$ cat src/rtl/lcd_seq_ctrl_if.sv
// Request handshake and LCD pin bundle between the core port, lcd_seq_ctrl and the pins.
// Pure wiring: no latency and no storage; ready/valid backpressure comes from the controller.
// master = requester side (core), slave = lcd_seq_ctrl.
interface lcd_seq_ctrl_if;
    logic       req_vld_i;
    logic       req_rdy_o;
    logic       req_rs_i;
    logic [7:0] req_data_i;
    logic       init_done_o;
    logic       busy_o;
    logic       lcd_on_o;
    logic       lcd_en_o;
    logic       lcd_rs_o;
    logic       lcd_rw_o;
    logic [7:0] lcd_data_o;

    modport master (
        output req_vld_i, req_rs_i, req_data_i,
        input  req_rdy_o, init_done_o, busy_o,
        input  lcd_on_o, lcd_en_o, lcd_rs_o, lcd_rw_o, lcd_data_o
    );

    modport slave (
        input  req_vld_i, req_rs_i, req_data_i,
        output req_rdy_o, init_done_o, busy_o,
        output lcd_on_o, lcd_en_o, lcd_rs_o, lcd_rw_o, lcd_data_o
    );
endinterface

$ cat src/rtl/lcd_seq_ctrl.sv
// HD44780 write sequencer: power-up wait, init ROM, then byte writes with setup/EN/hold/exec timing.
// Latency: accept at edge k, ready again at k+T_SETUP+T_EN+T_HOLD+(T_CMD or T_LONG).
// Backpressure: req_rdy_o high only in IDLE after init; requests seen while not ready are ignored.
module lcd_seq_ctrl #(
    parameter int T_PWR   = 750000,
    parameter int T_SETUP = 2,
    parameter int T_EN    = 12,
    parameter int T_HOLD  = 2,
    parameter int T_CMD   = 2000,
    parameter int T_LONG  = 82000
) (
    input  logic          clk_i,
    input  logic          rst_i,
    lcd_seq_ctrl_if.slave bus
);
    localparam int M0    = (T_PWR > T_SETUP) ? T_PWR : T_SETUP;
    localparam int M1    = (M0 > T_EN) ? M0 : T_EN;
    localparam int M2    = (M1 > T_HOLD) ? M1 : T_HOLD;
    localparam int M3    = (M2 > T_CMD) ? M2 : T_CMD;
    localparam int T_MAX = (M3 > T_LONG) ? M3 : T_LONG;
    localparam int CW    = $clog2(T_MAX) + 1;

    typedef enum logic [2:0] {PWR_WAIT, SETUP, PULSE, HOLD, WAIT, IDLE} state_t;

    state_t        state;
    logic [CW-1:0] cnt;
    logic [2:0]    rom_idx;
    logic          long_wait;

    function automatic logic [7:0] rom(input logic [2:0] idx);
        case (idx)
            3'd0, 3'd1, 3'd2: rom = 8'h38;
            3'd3:             rom = 8'h0C;
            3'd4:             rom = 8'h01;
            default:          rom = 8'h06;
        endcase
    endfunction

    function automatic logic [CW-1:0] ld(input int t);
        ld = CW'(t - 1);
    endfunction

    // The registered bus doubles as the latch for the byte being written.
    assign long_wait = !bus.lcd_rs_o && (bus.lcd_data_o[7:2] == 6'd0) && (bus.lcd_data_o != 8'h00);

    always_ff @(posedge clk_i) begin
        assert (T_PWR >= 1 && T_SETUP >= 1 && T_EN >= 1 && T_HOLD >= 1 && T_CMD >= 1 && T_LONG >= 1)
            else $error("lcd_seq_ctrl: every T_* parameter must be >= 1");
    end

    always_ff @(posedge clk_i) begin
        if (rst_i) begin
            state           <= PWR_WAIT;
            cnt             <= '0;
            rom_idx         <= '0;
            bus.req_rdy_o   <= 1'b0;
            bus.init_done_o <= 1'b0;
            bus.busy_o      <= 1'b1;
            bus.lcd_on_o    <= 1'b0;
            bus.lcd_en_o    <= 1'b0;
            bus.lcd_rs_o    <= 1'b0;
            bus.lcd_rw_o    <= 1'b0;
            bus.lcd_data_o  <= 8'h00;
        end else begin
            bus.lcd_rw_o <= 1'b0;
            case (state)
                PWR_WAIT: begin
                    // lcd_on_o low marks the first edge out of reset, where the wait is armed.
                    if (!bus.lcd_on_o) begin
                        bus.lcd_on_o <= 1'b1;
                        cnt          <= ld(T_PWR);
                    end else if (cnt == '0) begin
                        state          <= SETUP;
                        rom_idx        <= 3'd0;
                        bus.lcd_rs_o   <= 1'b0;
                        bus.lcd_data_o <= rom(3'd0);
                        cnt            <= ld(T_SETUP);
                    end else begin
                        cnt <= cnt - 1'b1;
                    end
                end
                SETUP: begin
                    if (cnt == '0) begin
                        state        <= PULSE;
                        bus.lcd_en_o <= 1'b1;
                        cnt          <= ld(T_EN);
                    end else begin
                        cnt <= cnt - 1'b1;
                    end
                end
                PULSE: begin
                    if (cnt == '0) begin
                        state        <= HOLD;
                        bus.lcd_en_o <= 1'b0;
                        cnt          <= ld(T_HOLD);
                    end else begin
                        cnt <= cnt - 1'b1;
                    end
                end
                HOLD: begin
                    if (cnt == '0) begin
                        state <= WAIT;
                        cnt   <= long_wait ? ld(T_LONG) : ld(T_CMD);
                    end else begin
                        cnt <= cnt - 1'b1;
                    end
                end
                WAIT: begin
                    if (cnt != '0) begin
                        cnt <= cnt - 1'b1;
                    end else if (!bus.init_done_o && rom_idx != 3'd5) begin
                        state          <= SETUP;
                        rom_idx        <= rom_idx + 3'd1;
                        bus.lcd_data_o <= rom(rom_idx + 3'd1);
                        cnt            <= ld(T_SETUP);
                    end else begin
                        state           <= IDLE;
                        bus.init_done_o <= 1'b1;
                        bus.req_rdy_o   <= 1'b1;
                        bus.busy_o      <= 1'b0;
                    end
                end
                IDLE: begin
                    if (bus.req_vld_i && bus.req_rdy_o) begin
                        state          <= SETUP;
                        bus.lcd_rs_o   <= bus.req_rs_i;
                        bus.lcd_data_o <= bus.req_data_i;
                        bus.req_rdy_o  <= 1'b0;
                        bus.busy_o     <= 1'b1;
                        cnt            <= ld(T_SETUP);
                    end
                end
                default: state <= PWR_WAIT;
            endcase
        end
    end
endmodule

$ cat src/flat_wrapper.sv
// flat-port wrapper written by rule: the top's interface ports become plain ports
module lcd_seq_ctrl_flat 
#(
    parameter int T_PWR   = 750000,
    parameter int T_SETUP = 2,
    parameter int T_EN    = 12,
    parameter int T_HOLD  = 2,
    parameter int T_CMD   = 2000,
    parameter int T_LONG  = 82000
)
  (clk_i, rst_i, bus_req_vld_i, bus_req_rs_i, bus_req_data_i, bus_req_rdy_o, bus_init_done_o, bus_busy_o, bus_lcd_on_o, bus_lcd_en_o, bus_lcd_rs_o, bus_lcd_rw_o, bus_lcd_data_o);
  lcd_seq_ctrl_if bus_i ();
  input  logic clk_i;
  input  logic rst_i;
  input wire logic [$bits(bus_i.req_vld_i)-1:0] bus_req_vld_i;
  input wire logic [$bits(bus_i.req_rs_i)-1:0] bus_req_rs_i;
  input wire logic [$bits(bus_i.req_data_i)-1:0] bus_req_data_i;
  output wire logic [$bits(bus_i.req_rdy_o)-1:0] bus_req_rdy_o;
  output wire logic [$bits(bus_i.init_done_o)-1:0] bus_init_done_o;
  output wire logic [$bits(bus_i.busy_o)-1:0] bus_busy_o;
  output wire logic [$bits(bus_i.lcd_on_o)-1:0] bus_lcd_on_o;
  output wire logic [$bits(bus_i.lcd_en_o)-1:0] bus_lcd_en_o;
  output wire logic [$bits(bus_i.lcd_rs_o)-1:0] bus_lcd_rs_o;
  output wire logic [$bits(bus_i.lcd_rw_o)-1:0] bus_lcd_rw_o;
  output wire logic [$bits(bus_i.lcd_data_o)-1:0] bus_lcd_data_o;
  assign bus_i.req_vld_i = bus_req_vld_i;
  assign bus_i.req_rs_i = bus_req_rs_i;
  assign bus_i.req_data_i = bus_req_data_i;
  assign bus_req_rdy_o = bus_i.req_rdy_o;
  assign bus_init_done_o = bus_i.init_done_o;
  assign bus_busy_o = bus_i.busy_o;
  assign bus_lcd_on_o = bus_i.lcd_on_o;
  assign bus_lcd_en_o = bus_i.lcd_en_o;
  assign bus_lcd_rs_o = bus_i.lcd_rs_o;
  assign bus_lcd_rw_o = bus_i.lcd_rw_o;
  assign bus_lcd_data_o = bus_i.lcd_data_o;
  lcd_seq_ctrl #(.T_PWR(T_PWR), .T_SETUP(T_SETUP), .T_EN(T_EN), .T_HOLD(T_HOLD), .T_CMD(T_CMD), .T_LONG(T_LONG)) u_core (.clk_i(clk_i), .rst_i(rst_i), .bus(bus_i));
endmodule
$ cat config.mk
export PLATFORM = sky130hd
export DESIGN_NAME = lcd_seq_ctrl_flat
export DESIGN_NICKNAME = d
export VERILOG_FILES = /design/src/rtl/lcd_seq_ctrl_if.sv /design/src/rtl/lcd_seq_ctrl.sv /design/src/flat_wrapper.sv
export SDC_FILE = /design/constraint.sdc
export NUM_CORES = 1
export LEC_CHECK = 0
export BUFFER_PORTS_ARGS = -buffer_cell sky130_fd_sc_hd__buf_2
export CAP_MARGIN = 20
export CORE_ASPECT_RATIO = 0.8
export CORE_MARGIN = 10
export CORE_UTILIZATION = 45
export DETAILED_ROUTE_END_ITERATION = 16
export HOLD_SLACK_MARGIN = 0.06
export SLEW_MARGIN = 30
export SYNTH_ARGS = -nofsm -noshare
export SYNTH_HDL_FRONTEND = slang
export SYNTH_SLANG_ARGS = --single-unit
$ cat constraint.sdc
create_clock -name clk_i -period 2.5 [get_ports clk_i]
set_input_delay 0.5 -clock clk_i [delete_from_list [all_inputs] [get_ports clk_i]]
set_output_delay 0.5 -clock clk_i [all_outputs]
set_load 0.02 [all_outputs]
* After elaboration in Yosys (flattened, before gate mapping) *
Index checks and enable logic that the tools add are counted.
W data, S select, Z words.

word-level totals
  bits in registers = 41
  bits in latches = 0
  RAM bits = 0
  ROM bits = 0
  output and inout port bits = 15
  memories kept = 0

operators by class
  add/subtract/negate cells = 2
  multiply operators = 0
  divide/modulo/power cells = 0
  $lt $le $gt $ge = 0
  eq/ne operators = 20
  shifts and indexed selects = 0
  muxes and demuxes = 44
  bitwise operators = 2
  reductions and logical operators = 27

operator list
  cell                     count
  $mux W21                 7
  $pmux W21 S6             1
  $mux W8                  5
  $mux W3                  12
  $pmux W8 S3              1
  $logic_not A21 Y1        1
  $reduce_bool A21 Y1      1
  $sub A21 B1 Y21 const B  1
  $pmux W3 S6              1
  $pmux W6 S3              1
  $mux W17                 1
  $ne A2 B1 Y1 const B     7
  $eq A3 B2 Y1 const B     4
  $mux W1                  10
  $eq A3 B3 Y1 const B     3
  $reduce_and A3 Y1        3
  $pmux W1 S2              4
  $reduce_and A4 Y1        2
  $reduce_bool A2 Y1       4
  $reduce_bool A8 Y1       1
  $reduce_and A7 Y1        1
  $eq A3 B1 Y1 const B     2
  $logic_not A3 Y1         2
  $logic_not A6 Y1         1
  other kinds (13)         19

* Logic depth before layout (Yosys ltp) *
Gate-level depths: netlist (run 1).

  word-level depth = 7
  gate-level depth with buffers = 10
  depth with buffers taken out = 8

* Worst setup path after synthesis (run 1) *
No wires, ideal clock.

  path type = flip-flop to flip-flop
  from = reg u_core.rom_idx[1]
  to = reg u_core.cnt[5]
  setup time = 0.071 ns
  data arrival time = 2.127 ns
  data required time = 2.429 ns
  slack = 0.302 ns
  stages on the path, launching flop included = 11
  buffers on the path = 2
  period minus slack after synthesis = 2.198 ns
  path through = dfxtp_1 inv_1 ha_1 a21oi_1 or3_1 nor4_4 or2_1 buf_4 buf_4 o21ai_1 a21oi_1

on the way
  word-level cells in the longest chain between the ends = 4

ends and longest elaborated chain
  element                      RTL line             source
  from (decl)                  lcd_seq_ctrl.sv:27   logic [2:0] rom_idx;
  from (signal assigned)       lcd_seq_ctrl.sv:113  rom_idx <= rom_idx + 3'd1;
  $ne A3 B3 Y1                 lcd_seq_ctrl.sv:111  end else if (!bus.init_done_o && rom_idx != 3'd5) begin
  $logic_and A1 B1 Y1          lcd_seq_ctrl.sv:111
  $ne A3 B1 Y1 (no line)       n/a
  $reduce_and A3 Y1 (no line)  n/a
  to (signal assigned)         lcd_seq_ctrl.sv:105  cnt <= cnt - 1'b1;
  to (signal assigned)         lcd_seq_ctrl.sv:110  cnt <= cnt - 1'b1;
  to (signal assigned)         lcd_seq_ctrl.sv:115  cnt <= ld(T_SETUP);
  to (decl)                    lcd_seq_ctrl.sv:26   logic [CW-1:0] cnt;

Every way passes these cells.
A chain may end at the register's enable or synchronous reset.

* Final worst setup path (run 1) *
  from = reg u_core.cnt[20]
  to = reg u_core.bus.lcd_data_o[7]

on the way
  word-level cells in the longest chain between the ends = 3

ends and longest elaborated chain
  element                                                          RTL line                                 source
  from (signal assigned)                                           lcd_seq_ctrl.sv:71                       cnt <= ld(T_PWR);
  from (signal assigned)                                           lcd_seq_ctrl.sv:77                       cnt <= ld(T_SETUP);
  from (signal assigned)                                           lcd_seq_ctrl.sv:79                       cnt <= cnt - 1'b1;
  $reduce_bool A21 Y1 / $logic_not A21 Y1 (equally long branches)  lcd_seq_ctrl.sv:109, lcd_seq_ctrl.sv:72
  $ne A2 B2 Y1 (no line) / $ne A2 B1 Y1 (equally long branches)    n/a
  $reduce_and A6 Y1 (no line) *                                    n/a
  to (signal assigned)                                             lcd_seq_ctrl.sv:76                       bus.lcd_data_o <= rom(3'd0);
  to (signal assigned)                                             lcd_seq_ctrl.sv:114                      bus.lcd_data_o <= rom(rom_idx + 3'd1);
  to (signal assigned)                                             lcd_seq_ctrl.sv:127                      bus.lcd_data_o <= bus.req_data_i;
  to (decl)                                                        lcd_seq_ctrl_if.sv:26                    output lcd_on_o, lcd_en_o, lcd_rs_o, lcd_rw_o, lcd_data_o

Mark *: on every way between the ends. The rest lies on a longest branch, timed or not.

==> impl_results.md, run 1 <==
- Status: finished, final reports clean
- Relative slew slack: 52.1%
- P per Cell Area: 513 mW/mm²
- Setup Buffers After CTS: 0
- Total gr overflow: 0
- VDD IR max: 0.286 mV
- Root buf cell: clkbuf_8
- Clk slew on worst S/H paths: 0.09 ns
- FP Rows: 24
- Input/output buffers: 25
- Worst EP arrival: 2.57 ns
- Netlist cell types: 56
- Fin area: 0.00305 mm²
- Largest net degree at the start of global routing: 33
- CP max-delay cell: or4_4
- Die extent in x: 104 µm
- Post-CTS Hold Fix Bufs: 0
- Clk_lat worst skew: 0.31 ns
- Worst EP required: 2.74 ns
- Syn avg cell area: 7.56 µm²
- Synth Net Count: 353
- 1st-pass router iterations: 5
- Area growth from synthesis to layout: 20.9%
- Initial antenna violation count: 0
- EDFF count, synth: 0
- YS warnings: 0
- Most common cell after layout, fill and taps aside: dfxtp_1
- Synthesized flop and latch total: 41
- Die H: 87.0 µm
- Fin crit period: 2.32 ns
- Wire per inst: 16.8 µm
- Max Clock Freq: 0.430 GHz
- Slowest cell delay on critical path: 0.54 ns
- DR vias/cell: 5.76
- Crit path top cell by count: or4_4
- Global-route wire length before repair: 12.7 mm
- GRT Util Overall: 17.0%
- Static leakage: 1.19 nW
- Area of the mapped netlist: 0.00253 mm²
- CTS tree: done
- Critical path type: reg -> reg
- H-tree levels: 2
- Layout Nets: 396
- Final Non-Filler Cells: 456
- 1st-iter DRT viols: 299
- Final Max Slew Viols: 0
- Worst path bufs/invs: 1
- DRC Markers: 0
- Post-DP HPWL: 5.64 mm
- Placed insts: 448
- Total Power: 1.57 mW
- Starting Density: 46.5%
- Cts repair resizes: 0
- Final antenna-violating net count: 0
- Hold Path Class: reg -> reg
- CTS buffer count: 5
- Fin crit share: 93.0%
- Unrepaired setup endpoints after global routing: no
- Ant. Diodes: 0
- Total of max-cap violations: 0
- Crit path cell chain: or4_4, or4_4, o31ai_4, o211ai_2, buf_4, or2_0, a21oi_1
- Post-Syn Instances: 334
- Synth Flop Type: dfxtp_1
- Layout cell share with drive strength beyond 1: 20.1%
- Vias in the first global route: 2,430
- Delay-heaviest family, CP: simple AND/OR/NAND/NOR gates
- Crit end category: register
- Io pins: 27
- Setup-failing EPs final: 0
- CTS Buffer Depth: 2
- Sequential fraction of the synthesis area: 32.5%
- Most frequent cells in the layout: 41 x dfxtp_1, 40 x nor2_1, 32 x a21oi_1
- Final Hold Viols: 0
- Setup TNS: 0 ns
- Crit path launch type: register
- Clk sinks: 41
- Gpl congestion: 0.930
- Vias: 2,625
- Routed wire length: 7.66 mm
- Ys async rst share: 0%
- Setup Skew: 0.00653 ns
- Post-DP Area: 0.00290 mm²
- Crit-path max FO: 9
- Full die area: 0.00903 mm²
- Worst-Margin Slew: 0.714 ns
- Core area: 0.00544 mm²
==> Yosys cell counts, drive strengths merged (2+ instances only) <==
master  instances  area, µm²
o32ai           2       17.5
nor4b           2       17.5
nor3           23        120
xnor2           4       35.0
a21o            2       15.0
or2             3       18.8
nor2           40        150
nand3           8       40.0
and3            3       18.8
a31o            2       17.5
ha              7       87.6
clkbuf         13       48.8
or3            11       68.8
nor2b           5       31.3
or4             6       52.6
a21oi          32        160
a211oi          8       60.1
mux2i           4       40.0
nand4           4       25.0
o21ai          21        105
a31oi           3       18.8
nand2          30        115
and2            2       12.5
a211o           2       17.5
nor3b           2       20.0
buf             6       37.5
o211ai          3       27.5
inv            15       56.3
nor4            7       73.8
o31ai           7       66.3
o22ai           2       12.5
dfxtp          41        821
==> per-layer routing <==
| layer | global-route usage [%] | part of all wire [%] | up-vias | wire length, µm |
|---|---|---|---|---|
| li1 | - | - | 1300 | - |
| met1 | 24.3 | 49 | 1216 | 3770 |
| met2 | 24.9 | 43 | 99 | 3260 |
| met3 | 4.07 | 7.4 | 10 | 564 |
| met4 | 4.04 | 0.87 | 0 | 67 |
| met5 | 0 | 0 | - | 0 |
==> worst reg2reg max path, stage by stage, from the launching register on <==
cell and delay [ns]:
dfxtp_1 0.34, or4_4 0.54, or4_4 0.45, o31ai_4 0.19, o211ai_2 0.18, buf_4 0.22
or2_0 0.22, a21oi_1 0.13
==> metrics by stage <==
step	hold WS (ns)	utilization (%)	worst slack, ns
2_1_floorplan	0.456	-	0.302
3_3_place_gp	0.460	53.4	0.209
5_1_grt	0.497	56.2	0.00389
6_report	0.470	56.2	0.176
3_5_place_dp	0.461	53.4	0.160
4_1_cts	0.473	55.8	0.166
==> flip-flops by register name (all words and copies together) (netlist names) <==
name,cells
u_core.bus.lcd_rs_o,1
u_core.bus.lcd_data_o,8
u_core.rom_idx,3
u_core.bus.busy_o,1
u_core.state,3
u_core.bus.lcd_on_o,1
u_core.bus.lcd_en_o,1
u_core.cnt,21
u_core.bus.req_rdy_o,1
u_core.bus.init_done_o,1
==> kinds of logic after synthesis <==
family / count (synthesis) / share of synthesized area, %
buffers and inverters: 34 / 5.65
AOI/OAI and AO/OA: 93 / 23.7
muxes: 5 / 2.03
xor gates and xnor gates: 4 / 1.39
adders and majority gates: 7 / 3.47
and+or+nand+nor: 149 / 31.2
other: 1 / 0.148
DFF: 41 / 32.5
==> layout make-up <==
cell class              instances  area [µm²]
well taps                      78        97.6
repair buffers                 55         363
multi-input cells             259        1580
flip-flops and latches         41         821
fillers                       547        2380
clock inverters                 3        65.1
clock buffers                   5        68.8
inverters                      15        56.3
==> power breakdown <==
group          switching (mW)  internal (mW)  total [mW]
logic                   0.113         0.0928       0.205
clock network           0.255          0.397       0.652
registers              0.0338          0.675       0.709
total                   0.401           1.17        1.57
==> final timing paths <==
check                                           endpoint  slack, ns                startpoint  cells after the start
worst max-delay path            u_core.bus.lcd_data_o[7]       0.18            u_core.cnt[20]                      7
worst min-delay path            u_core.bus.lcd_data_o[0]       0.47  u_core.bus.lcd_data_o[0]                      2
worst max register to register  u_core.bus.lcd_data_o[7]       0.18            u_core.cnt[20]                      7
worst min register to register  u_core.bus.lcd_data_o[0]       0.47  u_core.bus.lcd_data_o[0]                      2
No activity file was read; power rests on OpenSTA's default activity.
==> run 2: changes to the inputs <==
--- a/config.mk
+++ b/config.mk
@@ -12,6 +12,7 @@
 export CORE_UTILIZATION = 45
 export DETAILED_ROUTE_END_ITERATION = 16
 export HOLD_SLACK_MARGIN = 0.06
+export PLACE_DENSITY_LB_ADDON = 0.12
 export SLEW_MARGIN = 30
 export SYNTH_ARGS = -nofsm -noshare
 export SYNTH_HDL_FRONTEND = slang
==> impl_results.md, run 2 (same netlist as run 1, synthesis figures left out) <==
- Largest register by flop count: u_core.cnt
- Status: finished, final reports clean
- Clk_lat worst skew: 0.30 ns
- Final antenna-violating net count: 0
- Setup-failing EPs final: 0
- Delay-heaviest family, CP: simple AND/OR/NAND/NOR gates
- Hold Crit Depth: 2
- Unrepaired setup endpoints after global routing: no
- Crit path top cell by count: or4_4
- Layout Nets: 392
- CTS buffer count: 5
- Post-DP Area: 0.00288 mm²
- R2R depth: 7
- DR vias/cell: 5.78
- Starting Density: 46.5%
- 1st-pass router iterations: 5
- Most common cell after layout, fill and taps aside: dfxtp_1
- Layout cell share with drive strength beyond 1: 19.8%
- Root buf cell: clkbuf_8
- Static leakage: 1.15 nW
- Worst-Margin Slew: 0.560 ns
- Crit path launch type: register
- CTS Buffer Depth: 2
- Total of max-cap violations: 0
- Crit-path max FO: 10
- Max reg flops: 21
- FP Rows: 24
- Worst reg2reg startpoint: u_core.cnt[20]
- Fin crit share: 93.5%
- H-tree levels: 2
- Post-CTS Hold Fix Bufs: 0
- Initial antenna violation count: 0
- Fin area: 0.00300 mm²
- GRT Util Overall: 17.2%
- Die extent in x: 104 µm
- Setup Buffers After CTS: 0
- Vias in the first global route: 2,454
- Total gr overflow: 0
- Area growth from synthesis to layout: 18.8%
- Post-DP HPWL: 5.59 mm
- Die H: 87.0 µm
- Largest net degree at the start of global routing: 30
- VDD IR max: 0.311 mV
- Top Registers: u_core.cnt: 21 flops, u_core.bus.lcd_data_o: 8 flops
- Full die area: 0.00903 mm²
- Ant. Diodes: 0
- Worst path bufs/invs: 1
- Vias: 2,612
- Final Hold Viols: 0
- Relative slew slack: 62.6%
- Worst EP arrival: 2.57 ns
- Input/output buffers: 25
- Max Clock Freq: 0.428 GHz
- 1st-iter DRT viols: 266
- Crit end category: register
- CP max-delay cell: or4_4
- Setup Skew: 0.00537 ns
- Gpl congestion: 0.929
- Setup TNS: 0 ns
- Hold_sp: rst_i
- Final Max Slew Viols: 0
- Crit path cell chain: or4_4, or4_4, o31ai_4, o211ai_2, buf_4, or2_0, a21oi_1
- Worst Hold End: u_core.bus.lcd_data_o[7]
- Wire per inst: 17.0 µm
- CTS tree: done
- Hold Path Class: in -> reg
- P per Cell Area: 449 mW/mm²
- Fin crit period: 2.34 ns
- Routed wire length: 7.68 mm
- Slowest cell delay on critical path: 0.55 ns
- Reg2reg setup slack: 0.16 ns
- Worst EP required: 2.73 ns
- Critical path type: reg -> reg
- Global-route wire length before repair: 12.9 mm
- Worst reg2reg path endpoint: u_core.bus.lcd_data_o[6]
- Most frequent cells in the layout: 41 x dfxtp_1, 40 x nor2_1, 32 x a21oi_1
- DRC Markers: 0
- Io pins: 27
- Clk slew on worst S/H paths: 0.08 ns
- Clk sinks: 41
- Core area: 0.00544 mm²
[run 2: cell types whose count changed in the layout (fill, tap and decap cells not counted), sizes merged]
cell      change
clkinvlp      +1
buf           -4
clkinv        +1
bufinv        -2
[run 2: worst max path at each step]
| stage | cells after the start | end | slack [ns] | start |
|---|---|---|---|---|
| 2_1_floorplan | 10 | u_core.cnt[5] | 0.30 | u_core.rom_idx[1] |
| 3_3_place_gp | 7 | u_core.bus.lcd_data_o[7] | 0.22 | u_core.cnt[20] |
| 3_5_place_dp | 10 | u_core.bus.lcd_data_o[6] | 0.18 | u_core.cnt[0] |
| 4_1_cts | 7 | u_core.bus.lcd_data_o[6] | 0.18 | u_core.cnt[20] |
| 5_1_grt | 10 | u_core.cnt[19] | 0.02 | u_core.cnt[0] |
| 6_report | 7 | u_core.bus.lcd_data_o[6] | 0.16 | u_core.cnt[20] |
[run 2: layout make-up]
type | count | area, µm²
inverter | 15 | 56.3
multi-input combinational | 259 | 1600
fill | 540 | 2430
clock buffer | 5 | 68.8
clock inverter | 3 | 17.5
tap | 78 | 97.6
timing repair buffer | 51 | 345
sequential | 41 | 821
[run 2: metrics by stage]
step	cells	worst slack, ns	util, %	hold WS, ns	total power, mW
floorplan	334	0.302	-	0.456	0.842
global placement	444	0.216	53.0	0.453	0.909
detailed placement	444	0.180	53.0	0.459	0.910
CTS	452	0.185	54.6	0.400	1.34
global route	452	0.0183	55.2	0.431	1.40
finish	452	0.163	55.2	0.408	1.35
[run 2: per-layer routing]
metal	part of all wire (%)	vias up	GRT usage (%)
met5	0	-	0
met4	1.4	0	4.67
met3	9.0	10	4.22
met2	40	117	24.7
met1	49	1195	24.8
li1	-	1290	-
[run 2: worst reg2reg max path, stage by stage (launching register included)]
cell	delay, ns
dfxtp_1	0.33
or4_4	0.55
or4_4	0.45
o31ai_4	0.19
o211ai_2	0.19
buf_4	0.21
or2_0	0.22
a21oi_1	0.13
[run 2: what timing repair did]
action / 4_1_cts / 5_1_grt
endpoints found under the setup margin: 0 / 12
gates resized for setup: 0 / 6
hold endpoints to repair: 0 / 0
[run 2: power by group]
group / leakage [nW] / internal, mW / switching, mW
logic: 0.775 / 0.0852 / 0.111
clock network: 0.0439 / 0.193 / 0.248
registers: 0.335 / 0.675 / 0.0339
==> run 3: changes to the inputs <==
--- a/config.mk
+++ b/config.mk
@@ -10,10 +10,12 @@
 export CORE_ASPECT_RATIO = 0.8
 export CORE_MARGIN = 10
 export CORE_UTILIZATION = 45
+export CTS_BUF_LIST = sky130_fd_sc_hd__clkbuf_4
 export DETAILED_ROUTE_END_ITERATION = 16
 export HOLD_SLACK_MARGIN = 0.06
 export PLACE_DENSITY_LB_ADDON = 0.12
-export SLEW_MARGIN = 30
+export RECOVER_POWER = 100
+export SLEW_MARGIN = 25
 export SYNTH_ARGS = -nofsm -noshare
 export SYNTH_HDL_FRONTEND = slang
 export SYNTH_SLANG_ARGS = --single-unit
==> impl_results.md, run 3 (same netlist as run 1, synthesis figures left out) <==
- Status: finished, final reports clean
- Setup-failing EPs final: 0
- Wire per inst: 17.0 µm
- Static leakage: 1.06 nW
- Worst EP required: 2.80 ns
- Max reg flops: 21
- DR vias/cell: 5.78
- Worst path depth: 7
- Starting Density: 46.5%
- Layout cell share with drive strength beyond 1: 15.0%
- Gpl congestion: 0.929
- Root buf cell: clkbuf_4
- P per Cell Area: 426 mW/mm²
- Final Hold Viols: 0
- Total Power: 1.25 mW
- Final antenna-violating net count: 0
- Input/output buffers: 25
- Setup Skew: 0.0118 ns
- Fin crit share: 94.0%
- Worst reg2reg path endpoint: u_core.bus.lcd_data_o[6]
- Worst-Margin Slew: 0.541 ns
- Total of max-cap violations: 0
- Ant. Diodes: 0
- Relative slew slack: 63.9%
- Slowest cell delay on critical path: 0.55 ns
- Routed wire length: 7.69 mm
- Vias: 2,614
- Unrepaired setup endpoints after global routing: no
- Io pins: 27
- Clk_lat worst skew: 0.37 ns
- Global-route wire length before repair: 12.9 mm
- Vias in the first global route: 2,461
- Top Registers: u_core.cnt: 21 flops, u_core.bus.lcd_data_o: 8 flops
- Worst reg2reg startpoint: u_core.cnt[20]
- Post-DP HPWL: 5.59 mm
- CP Capture Point: u_core.bus.lcd_data_o[6]
- Reg2reg setup slack: 0.15 ns
- GRT Util Overall: 17.2%
- Initial antenna violation count: 0
- Setup Buffers After CTS: 0
- Clk sinks: 41
- Die H: 87.0 µm
- Final Max Slew Viols: 0
- Die extent in x: 104 µm
- R2R depth: 7
- 1st-pass router iterations: 5
- Most frequent cells in the layout: 41 x dfxtp_1, 40 x nor2_1, 32 x a21oi_1
- Clk slew on worst S/H paths: 0.13 ns
- CP max-delay cell: or4_4
- H-tree levels: 2
- Placed insts: 444
- Crit-path max FO: 10
- CTS tree: done
- Post-layout util: 53.9%
- Setup TNS: 0 ns
- Most common cell after layout, fill and taps aside: dfxtp_1
- VDD IR max: 0.254 mV
- Worst EP arrival: 2.65 ns
- Post-CTS Hold Fix Bufs: 0
- Critical path type: reg -> reg
- Full die area: 0.00903 mm²
- Delay-heaviest family, CP: simple AND/OR/NAND/NOR gates
- Hold Path Class: in -> reg
- Crit path cell chain: or4_4, or4_4, o31ai_4, o211ai_2, buf_4, or2_0, a21oi_1
- Cts repair resizes: 0
- Layout Nets: 392
- Crit end category: register
- Largest register by flop count: u_core.cnt
- Max Clock Freq: 0.425 GHz
- Final Non-Filler Cells: 452
- Total gr overflow: 0
- Largest net degree at the start of global routing: 30
- CP startpoint: u_core.cnt[20]
- CTS Buffer Depth: 2
- CTS buffer count: 5
- Fin crit period: 2.35 ns
- Worst path bufs/invs: 1
- Core area: 0.00544 mm²
- Crit path launch type: register
- 1st-iter DRT viols: 260
- DRC Markers: 0
- Crit path top cell by count: or4_4
- Area growth from synthesis to layout: 16.0%
- FP Rows: 24
[run 3: power breakdown]
part / internal, mW / leakage (nW) / switching, mW / total [mW]
clock network: 0.106 / 0.0310 / 0.237 / 0.344
registers: 0.676 / 0.335 / 0.0331 / 0.709
logic: 0.0831 / 0.695 / 0.111 / 0.194
[run 3: worst min-delay path by stage]
| stage | from | to | slack [ns] | cells past startpoint |
|---|---|---|---|---|
| after floorplan | u_core.cnt[12] | u_core.cnt[12] | 0.46 | 2 |
| after global placement | u_core.bus.lcd_data_o[4] | u_core.bus.lcd_data_o[4] | 0.45 | 2 |
| after detailed placement | u_core.bus.lcd_data_o[4] | u_core.bus.lcd_data_o[4] | 0.46 | 2 |
| after CTS | rst_i | u_core.bus.lcd_data_o[7] | 0.32 | 2 |
| after global routing | rst_i | u_core.bus.lcd_data_o[7] | 0.35 | 2 |
| final | rst_i | u_core.bus.lcd_data_o[7] | 0.34 | 2 |
[run 3: per-layer routing]
layer  global-route usage [%]  routed length [µm]  vias up
met2                     24.7                3170      118
met1                     24.7                3730     1195
met4                     5.04                 123        0
met5                        0                   0        -
li1                         -                   -     1288
met3                     4.22                 673       13
[run 3: layout make-up]
cell class / count / area [µm²]
timing repair buffer: 51 / 309
clock buffer: 5 / 37.5
tap: 78 / 97.6
clock inverter: 3 / 17.5
inverter: 15 / 56.3
multi-input combinational: 259 / 1590
sequential: 41 / 821
fill: 558 / 2500
[run 3: metrics by stage]
step,cell area [µm²],hold slack (ns),worst slack [ns]
after floorplan,2530,0.456,0.302
final,2930,0.338,0.150
after global placement,2880,0.453,0.216
after CTS,2940,0.323,0.175
after global routing,2930,0.354,0.0129
after detailed placement,2880,0.459,0.180
